==> src/rtl/alu_pkg.sv <==
// Shared encodings for the sequential ALU: op codes, compare-flag selects
// and the controller state type.
package alu_pkg;

  localparam logic [3:0] OP_ADD  = 4'b0000;
  localparam logic [3:0] OP_SUB  = 4'b0001;
  localparam logic [3:0] OP_SHR  = 4'b0010;
  localparam logic [3:0] OP_SHL  = 4'b0011;
  localparam logic [3:0] OP_AND  = 4'b0100;
  localparam logic [3:0] OP_OR   = 4'b0101;
  localparam logic [3:0] OP_XOR  = 4'b0110;
  localparam logic [3:0] OP_PASS = 4'b0111;
  localparam logic [3:0] OP_MUL  = 4'b1000;
  localparam logic [3:0] OP_DIV  = 4'b1001;

  localparam logic [1:0] FLAG_GT    = 2'b00;  // A > B
  localparam logic [1:0] FLAG_EQ    = 2'b01;  // A == B
  localparam logic [1:0] FLAG_AZERO = 2'b10;  // A == 0
  localparam logic [1:0] FLAG_AEVEN = 2'b11;  // A[0] == 0

  typedef enum logic [1:0] {
    S_IDLE = 2'b00,
    S_RUN  = 2'b01,
    S_DONE = 2'b10
  } state_t;

  // Multiply and divide are the only ops that go through the iterative unit.
  function automatic logic is_iterative(input logic [3:0] op);
    return (op == OP_MUL) || (op == OP_DIV);
  endfunction

endpackage

==> src/rtl/seq_muldiv_unit.sv <==
// Iterative unsigned multiplier (shift-add) and restoring divider.
// One step per cycle for WIDTH cycles after 'go'. The outputs carry the value
// the current step produces, so the caller can capture the final answer on the
// same edge that completes the last step (qualified by 'valid').
module seq_muldiv_unit #(
  parameter int WIDTH = 8
) (
  input  logic               clk,
  input  logic               rst,
  input  logic               go,
  input  logic               is_div,
  input  logic [WIDTH-1:0]   a,
  input  logic [WIDTH-1:0]   b,
  output logic               busy,
  output logic               valid,
  output logic [2*WIDTH-1:0] product,
  output logic [WIDTH-1:0]   quotient,
  output logic [WIDTH-1:0]   remainder,
  output logic               div0
);

  localparam int CW = $clog2(WIDTH);

  logic [CW-1:0]      cnt_r;
  logic               is_div_r;
  logic [WIDTH-1:0]   mcand_r;
  logic [WIDTH-1:0]   divisor_r;
  logic [2*WIDTH-1:0] prod_r;     // {partial sum, remaining multiplier bits}
  logic [WIDTH-1:0]   rem_r;
  logic [WIDTH-1:0]   quo_r;      // dividend bits shift out, quotient bits shift in

  logic [WIDTH:0]     add_s;
  logic [2*WIDTH-1:0] prod_nxt_s;
  logic [WIDTH:0]     shifted_s;
  logic [WIDTH:0]     diff_s;
  logic [WIDTH-1:0]   rem_nxt_s;
  logic [WIDTH-1:0]   quo_nxt_s;

  // One multiply step and one restoring-divide step from the current state.
  always_comb begin
    add_s      = {1'b0, prod_r[2*WIDTH-1:WIDTH]} +
                 (prod_r[0] ? {1'b0, mcand_r} : {(WIDTH+1){1'b0}});
    prod_nxt_s = {add_s, prod_r[WIDTH-1:1]};
    shifted_s  = {rem_r, quo_r[WIDTH-1]};
    diff_s     = shifted_s - {1'b0, divisor_r};
    // A zero divisor always "fits", giving all-ones quotient and remainder = A.
    if (shifted_s >= {1'b0, divisor_r}) begin
      rem_nxt_s = diff_s[WIDTH-1:0];
      quo_nxt_s = {quo_r[WIDTH-2:0], 1'b1};
    end else begin
      rem_nxt_s = shifted_s[WIDTH-1:0];
      quo_nxt_s = {quo_r[WIDTH-2:0], 1'b0};
    end
  end

  assign valid     = busy && (cnt_r == CW'(WIDTH - 1));
  assign product   = prod_nxt_s;
  assign quotient  = quo_nxt_s;
  assign remainder = rem_nxt_s;

  // Operand capture on 'go', then one iteration per cycle until the last step.
  always_ff @(posedge clk) begin
    if (rst) begin
      busy      <= 1'b0;
      cnt_r     <= '0;
      is_div_r  <= 1'b0;
      mcand_r   <= '0;
      divisor_r <= '0;
      prod_r    <= '0;
      rem_r     <= '0;
      quo_r     <= '0;
      div0      <= 1'b0;
    end else if (go && !busy) begin
      busy      <= 1'b1;
      cnt_r     <= '0;
      is_div_r  <= is_div;
      mcand_r   <= a;
      divisor_r <= b;
      prod_r    <= {{WIDTH{1'b0}}, b};
      rem_r     <= '0;
      quo_r     <= a;
      div0      <= (b == '0);
    end else if (busy) begin
      if (is_div_r) begin
        rem_r <= rem_nxt_s;
        quo_r <= quo_nxt_s;
      end else begin
        prod_r <= prod_nxt_s;
      end
      if (valid) begin
        busy  <= 1'b0;
        cnt_r <= '0;
      end else begin
        cnt_r <= cnt_r + CW'(1);
      end
    end
  end

endmodule

==> src/rtl/param_seq_alu.sv <==
// Registered, parametrised ALU: operand registers, single-cycle datapath,
// compare flag and start/busy/done controller around the iterative mul/div.
// rst_n is an active-high synchronous reset; the name is historical.
module param_seq_alu
  import alu_pkg::*;
#(
  parameter int WIDTH = 8
) (
  input  logic               clk,
  input  logic               rst_n,
  input  logic [WIDTH-1:0]   din,
  input  logic               load_a,
  input  logic               load_b,
  input  logic [3:0]         op,
  input  logic [1:0]         flag_sel,
  input  logic               start,
  output logic               busy,
  output logic               done,
  output logic [2*WIDTH-1:0] result,
  output logic               flag,
  output logic               overflow
);

  state_t             state_r, state_nxt_s;
  logic [WIDTH-1:0]   a_r, b_r;
  logic               pend_flag_r;
  logic               pend_div_r;

  logic               accept_s;
  logic               iter_s;
  logic [WIDTH:0]     sum_s;
  logic [2*WIDTH-1:0] sc_result_s;
  logic               sc_ovf_s;
  logic               flag_s;

  logic               mdu_busy, mdu_valid, mdu_div0;
  logic [2*WIDTH-1:0] mdu_product;
  logic [WIDTH-1:0]   mdu_quotient, mdu_remainder;

  assign accept_s = start && (state_r != S_RUN);
  assign iter_s   = is_iterative(op);

  seq_muldiv_unit #(.WIDTH(WIDTH)) u_muldiv (
    .clk       (clk),
    .rst       (rst_n),
    .go        (accept_s && iter_s),
    .is_div    (op == OP_DIV),
    .a         (a_r),
    .b         (b_r),
    .busy      (mdu_busy),
    .valid     (mdu_valid),
    .product   (mdu_product),
    .quotient  (mdu_quotient),
    .remainder (mdu_remainder),
    .div0      (mdu_div0)
  );

  // Single-cycle ops; everything above bit WIDTH-1 is zero except the add carry.
  always_comb begin
    sc_result_s = '0;
    sc_ovf_s    = 1'b0;
    sum_s       = {1'b0, a_r} + {1'b0, b_r};
    case (op)
      OP_ADD: begin
        sc_result_s[WIDTH:0] = sum_s;
        sc_ovf_s             = sum_s[WIDTH];
      end
      OP_SUB: begin
        sc_result_s[WIDTH-1:0] = a_r - b_r;
        sc_ovf_s               = (a_r < b_r);
      end
      OP_SHR:  sc_result_s[WIDTH-1:0] = {1'b0, a_r[WIDTH-1:1]};
      OP_SHL: begin
        sc_result_s[WIDTH-1:0] = {a_r[WIDTH-2:0], 1'b0};
        sc_ovf_s               = a_r[WIDTH-1];
      end
      OP_AND:  sc_result_s[WIDTH-1:0] = a_r & b_r;
      OP_OR:   sc_result_s[WIDTH-1:0] = a_r | b_r;
      OP_XOR:  sc_result_s[WIDTH-1:0] = a_r ^ b_r;
      OP_PASS: sc_result_s[WIDTH-1:0] = a_r;
      default: sc_result_s = '0;  // reserved ops and mul/div (handled elsewhere)
    endcase
  end

  // Compare flag from the operand registers as they stand when start is seen.
  always_comb begin
    case (flag_sel)
      FLAG_GT:    flag_s = (a_r > b_r);
      FLAG_EQ:    flag_s = (a_r == b_r);
      FLAG_AZERO: flag_s = (a_r == '0);
      FLAG_AEVEN: flag_s = ~a_r[0];
      default:    flag_s = 1'b0;
    endcase
  end

  // Controller next state; DONE accepts a new start exactly like IDLE.
  always_comb begin
    state_nxt_s = state_r;
    case (state_r)
      S_IDLE, S_DONE: begin
        if (accept_s) begin
          state_nxt_s = iter_s ? S_RUN : S_DONE;
        end else begin
          state_nxt_s = S_IDLE;
        end
      end
      S_RUN: begin
        if (mdu_valid) begin
          state_nxt_s = S_DONE;
        end else begin
          state_nxt_s = S_RUN;
        end
      end
      default: state_nxt_s = S_IDLE;
    endcase
  end

  // Controller state register.
  always_ff @(posedge clk) begin
    if (rst_n) begin
      state_r <= S_IDLE;
    end else begin
      state_r <= state_nxt_s;
    end
  end

  // Operand registers; frozen while an iterative op is running.
  always_ff @(posedge clk) begin
    if (rst_n) begin
      a_r <= '0;
      b_r <= '0;
    end else if (state_r != S_RUN) begin
      if (load_a) a_r <= din;
      if (load_b) b_r <= din;
    end
  end

  // Registered outputs: updated only when an op completes, held otherwise.
  always_ff @(posedge clk) begin
    if (rst_n) begin
      busy        <= 1'b0;
      done        <= 1'b0;
      result      <= '0;
      flag        <= 1'b0;
      overflow    <= 1'b0;
      pend_flag_r <= 1'b0;
      pend_div_r  <= 1'b0;
    end else begin
      done <= 1'b0;
      busy <= (state_nxt_s == S_RUN);
      if (accept_s && !iter_s) begin
        result   <= sc_result_s;
        overflow <= sc_ovf_s;
        flag     <= flag_s;
        done     <= 1'b1;
      end else if (accept_s) begin
        pend_flag_r <= flag_s;
        pend_div_r  <= (op == OP_DIV);
      end else if ((state_r == S_RUN) && mdu_valid) begin
        result   <= pend_div_r ? {mdu_remainder, mdu_quotient} : mdu_product;
        overflow <= pend_div_r ? mdu_div0 : (|mdu_product[2*WIDTH-1:WIDTH]);
        flag     <= pend_flag_r;
        done     <= 1'b1;
      end
    end
  end

endmodule

==> config.mk <==
export PLATFORM = sky130hd
export DESIGN_NAME = param_seq_alu
export DESIGN_NICKNAME = d
export VERILOG_FILES = /design/src/rtl/alu_pkg.sv /design/src/rtl/seq_muldiv_unit.sv /design/src/rtl/param_seq_alu.sv
export SDC_FILE = /design/constraint.sdc
export NUM_CORES = 1
export LEC_CHECK = 0
export CORE_ASPECT_RATIO = 0.9
export CORE_MARGIN = 5
export CORE_UTILIZATION = 40
export CTS_CLUSTER_DIAMETER = 80
export CTS_CLUSTER_SIZE = 16
export DETAILED_ROUTE_END_ITERATION = 6
export DONT_BUFFER_PORTS = 1
export SLEW_MARGIN = 30
export SYNTH_ARGS = -nofsm -noshare
export SYNTH_HDL_FRONTEND = slang
export SYNTH_SLANG_ARGS = --single-unit
export TNS_END_PERCENT = 50
==> constraint.sdc <==
create_clock -name clk -period 3.11 [get_ports clk]
set_input_delay 0.622 -clock clk [delete_from_list [all_inputs] [get_ports clk]]
set_output_delay 0.622 -clock clk [all_outputs]
set_load 0.005 [all_outputs]
==> impl_metrics.ini <==
[placed_design]
numPortBuffers = 0
dp_hpwl_mm = 13.0
place.gp.congestion = 0.954

[critical_path]
worstSetupStartpointType = flip-flop
worstPathArrival_ps = 2990
critPathRequiredTime_ps = 3340
end_kind = flip-flop
crit_type = flip-flop to flip-flop
path_cells = inv_1 -> ha_1 -> or4_4 -> nor2_1 -> a2111oi_0 -> mux2_2 -> a221oi_2 -> o22ai_1
critPathMaxFanout = 7
cp_slowest_cell = or4_4
max_stage_delay_ps = 570

[timing]
grt_setup_unrepaired = false
fmax_ghz = 0.362
setup_viol = 0
worstMarginPinSlew_ps = 790
setup_tns_ps = 0
final_hold_viol_count = 0
slew_headroom_pct = 47.2
maxSlewViolCount = 0
timing.final.crit_share_pct = 88.9
period_minus_slack_ps = 2770
fin_skew_ps = 11.6

[global_route]
grt-ovfl-total = 0
grt_max_degree = 71
grt_pass1_vias = 5033
grt_pass1_wl_mm = 27.8
antenna_found_initial = 0
grt.total_usage_pct = 19.9

[logic_synthesis]
syn_avg_cell_area_um2 = 7.91
syn_nets = 814
async_flop_share_pct = 0
ys_warn_count = 0
ys_ff_latch = 94
syn_inst = 749
ys_seq_area_share_pct = 31.8
synth_edf_count = 0
netlist_area_um2 = 5920
synthDistinctLibCells = 69
synth-main-ff-cell = dfxtp_1

[clock_network]
path_clk_slew_ps = 70
clk_path_buf_depth = 2
cts_tree = built
post_cts_resized = 0
cts_max_level = 3
clock_sinks = 94
cts_inserted_buffers = 9
cts_setup_buffers = 0
cts_hold_buf = 0
clkLatencyLatePin_ps = 360
cts-root-buf = clkbuf_16

[die]
rows = 42
start_util_pct = 40.5
core_region_area_um2 = 14600
die_width_um = 138
die_y_um = 125
fp.dieArea_um2 = 17300
ios = 39

[flow_run]
drv_cap = 0

[power_and_ir_drop]
leakagePower_uw = 0.00234
power.density_nw_per_um2 = 436
total_power_uw = 2790
irDropWorstVdd_v = 0.000341

[finish]
drive_gt1_share_pct = 8.12
area_growth_syn_to_layout_pct = 8.11
nNetsFinal = 799
postLayoutCoreUtil_pct = 43.8
diodes = 0
nFillCells = 1515

[route]
drt_pass1_iterations = 5
drtIter0Drc = 503
drc = 0
vias_per_cell = 5.76
wl_per_cell_um = 18.4
totalWireLength_mm = 17.2
dr_total_vias = 5397
ant_nets = 0

[worst_hold_path]
worstHoldPathType = input pin to flip-flop

[status]
status = finished clean
## layout by cell type (no fill, tap or decap), types with 6 or more instances in the layout
cell type and n:
nand2_1 128, dfxtp_1 94, a21oi_1 85, nor2_1 57
ha_1 42, inv_1 37, nand3_1 23, o21ai_0 23
mux2i_1 19, nor3_1 16, buf_4 16, a211oi_1 15
a31oi_1 15, xnor2_1 15, and2_1 9, nand2b_1 9
nor2b_1 9, a221oi_1 9, clkbuf_16 9, o21bai_1 7
o211ai_1 6
## logic make-up after synthesis
family	Yosys count	synth area share [%]
and+or+nand+nor	279	21.6
muxes	27	5.68
xor gates and xnor gates	16	2.37
buffers and inverters	82	5.87
AOI/OAI and AO/OA	205	22.5
adders and majority gates	46	10.2
DFF	94	31.8
## cell type report
cell class                      instances  area (um2)  share of cell area [%]
Clock buffer                           12         256                    4.01
Clock inverter                          4        53.8                   0.840
Inverter                               40         150                    2.35
Multi-Input combinational cell        573        3690                    57.7
Sequential cell                        94        1880                    29.4
Tap cell                              198         248                    3.87
Timing Repair Buffer                   16         120                    1.88
## Yosys cell counts (3+ instances only)
master,n,area share (%)
nand2_1,128,8.1
dfxtp_1,94,32
a21oi_1,85,7.2
nor2_1,57,3.6
ha_1,42,8.9
inv_1,37,2.3
nand3_1,23,1.9
o21ai_0,23,1.9
clkbuf_1,22,1.4
mux2i_1,19,3.2
nor3_1,16,1.4
a211oi_1,15,1.9
a31oi_1,15,1.6
xnor2_1,15,2.2
buf_2,11,0.93
a221oi_1,9,1.3
and2_1,9,0.95
nand2b_1,9,0.95
nor2b_1,9,0.95
o21bai_1,7,0.89
o211ai_1,6,0.76
mux4_2,5,1.9
a21o_1,4,0.51
buf_1,4,0.25
fa_1,4,1.4
nor4_1,4,0.42
o21a_1,4,0.51
a2111oi_0,3,0.44
a31o_1,3,0.44
buf_4,3,0.38
inv_2,3,0.19
nor2_2,3,0.32
o21ai_1,3,0.25
o22ai_1,3,0.32
or2_2,3,0.32
or3_1,3,0.32
## power by group
| part | internal (uW) | total (uW) | leakage [uW] | switching (uW) |
|---|---|---|---|---|
| Clock | 670 | 1150 | 0.000145 | 481 |
| Sequential | 1230 | 1270 | 0.000763 | 39.5 |
| Combinational | 153 | 365 | 0.00143 | 212 |
## sequential cells by signal, indices dropped and copies added (netlist names)
signal              flops
a_r                     8
b_r                     8
busy                    1
done                    1
flag                    1
overflow                1
pend_div_r              1
pend_flag_r             1
result                 16
state_r                 2
u_muldiv.busy           1
u_muldiv.cnt_r          3
u_muldiv.div0           1
u_muldiv.divisor_r      8
u_muldiv.is_div_r       1
u_muldiv.mcand_r        8
u_muldiv.prod_r        16
u_muldiv.quo_r          8
u_muldiv.rem_r          8
## per-stage QoR
step / setup WS, ps / cells / hold WS [ps] / area [um2]
detailed placement: 361 / 921 / 437 / 6090
global placement: 352 / 921 / 437 / 6090
finish: 345 / 937 / 335 / 6400
CTS: 341 / 937 / 322 / 6400
floorplan: 816 / 749 / 432 / 5920
global route: 58.7 / 937 / 318 / 6400
## worst paths after layout
path                                           from             endpoint  slack (ps)  cells after the start
worst max-delay path                         a_r[7]             overflow         340                      8
worst max register to register               a_r[7]             overflow         340                      8
worst min register to register  u_muldiv.mcand_r[0]  u_muldiv.mcand_r[0]         440                      2
worst min-delay path                          rst_n  u_muldiv.mcand_r[2]         340                      1
## worst max-delay path: cells and delay by family (launching register included)
kind	cells	cell delay, ps
compound gates	3	500
fa+ha+maj	1	450
buf+inv	1	180
flops	1	520
mux	1	310
simple gates	2	680
## per-layer routing
| layer | track usage (%) | up-vias | share of wire, % |
|---|---|---|---|
| met3 | 5.19 | 29 | 8.0 |
| met5 | 0 | - | 0 |
| met4 | 6.16 | 0 | 2.1 |
| li1 | - | 2616 | - |
| met1 | 28.0 | 2555 | 46 |
| met2 | 29.9 | 197 | 44 |
(Power assumes the default switching activity.)
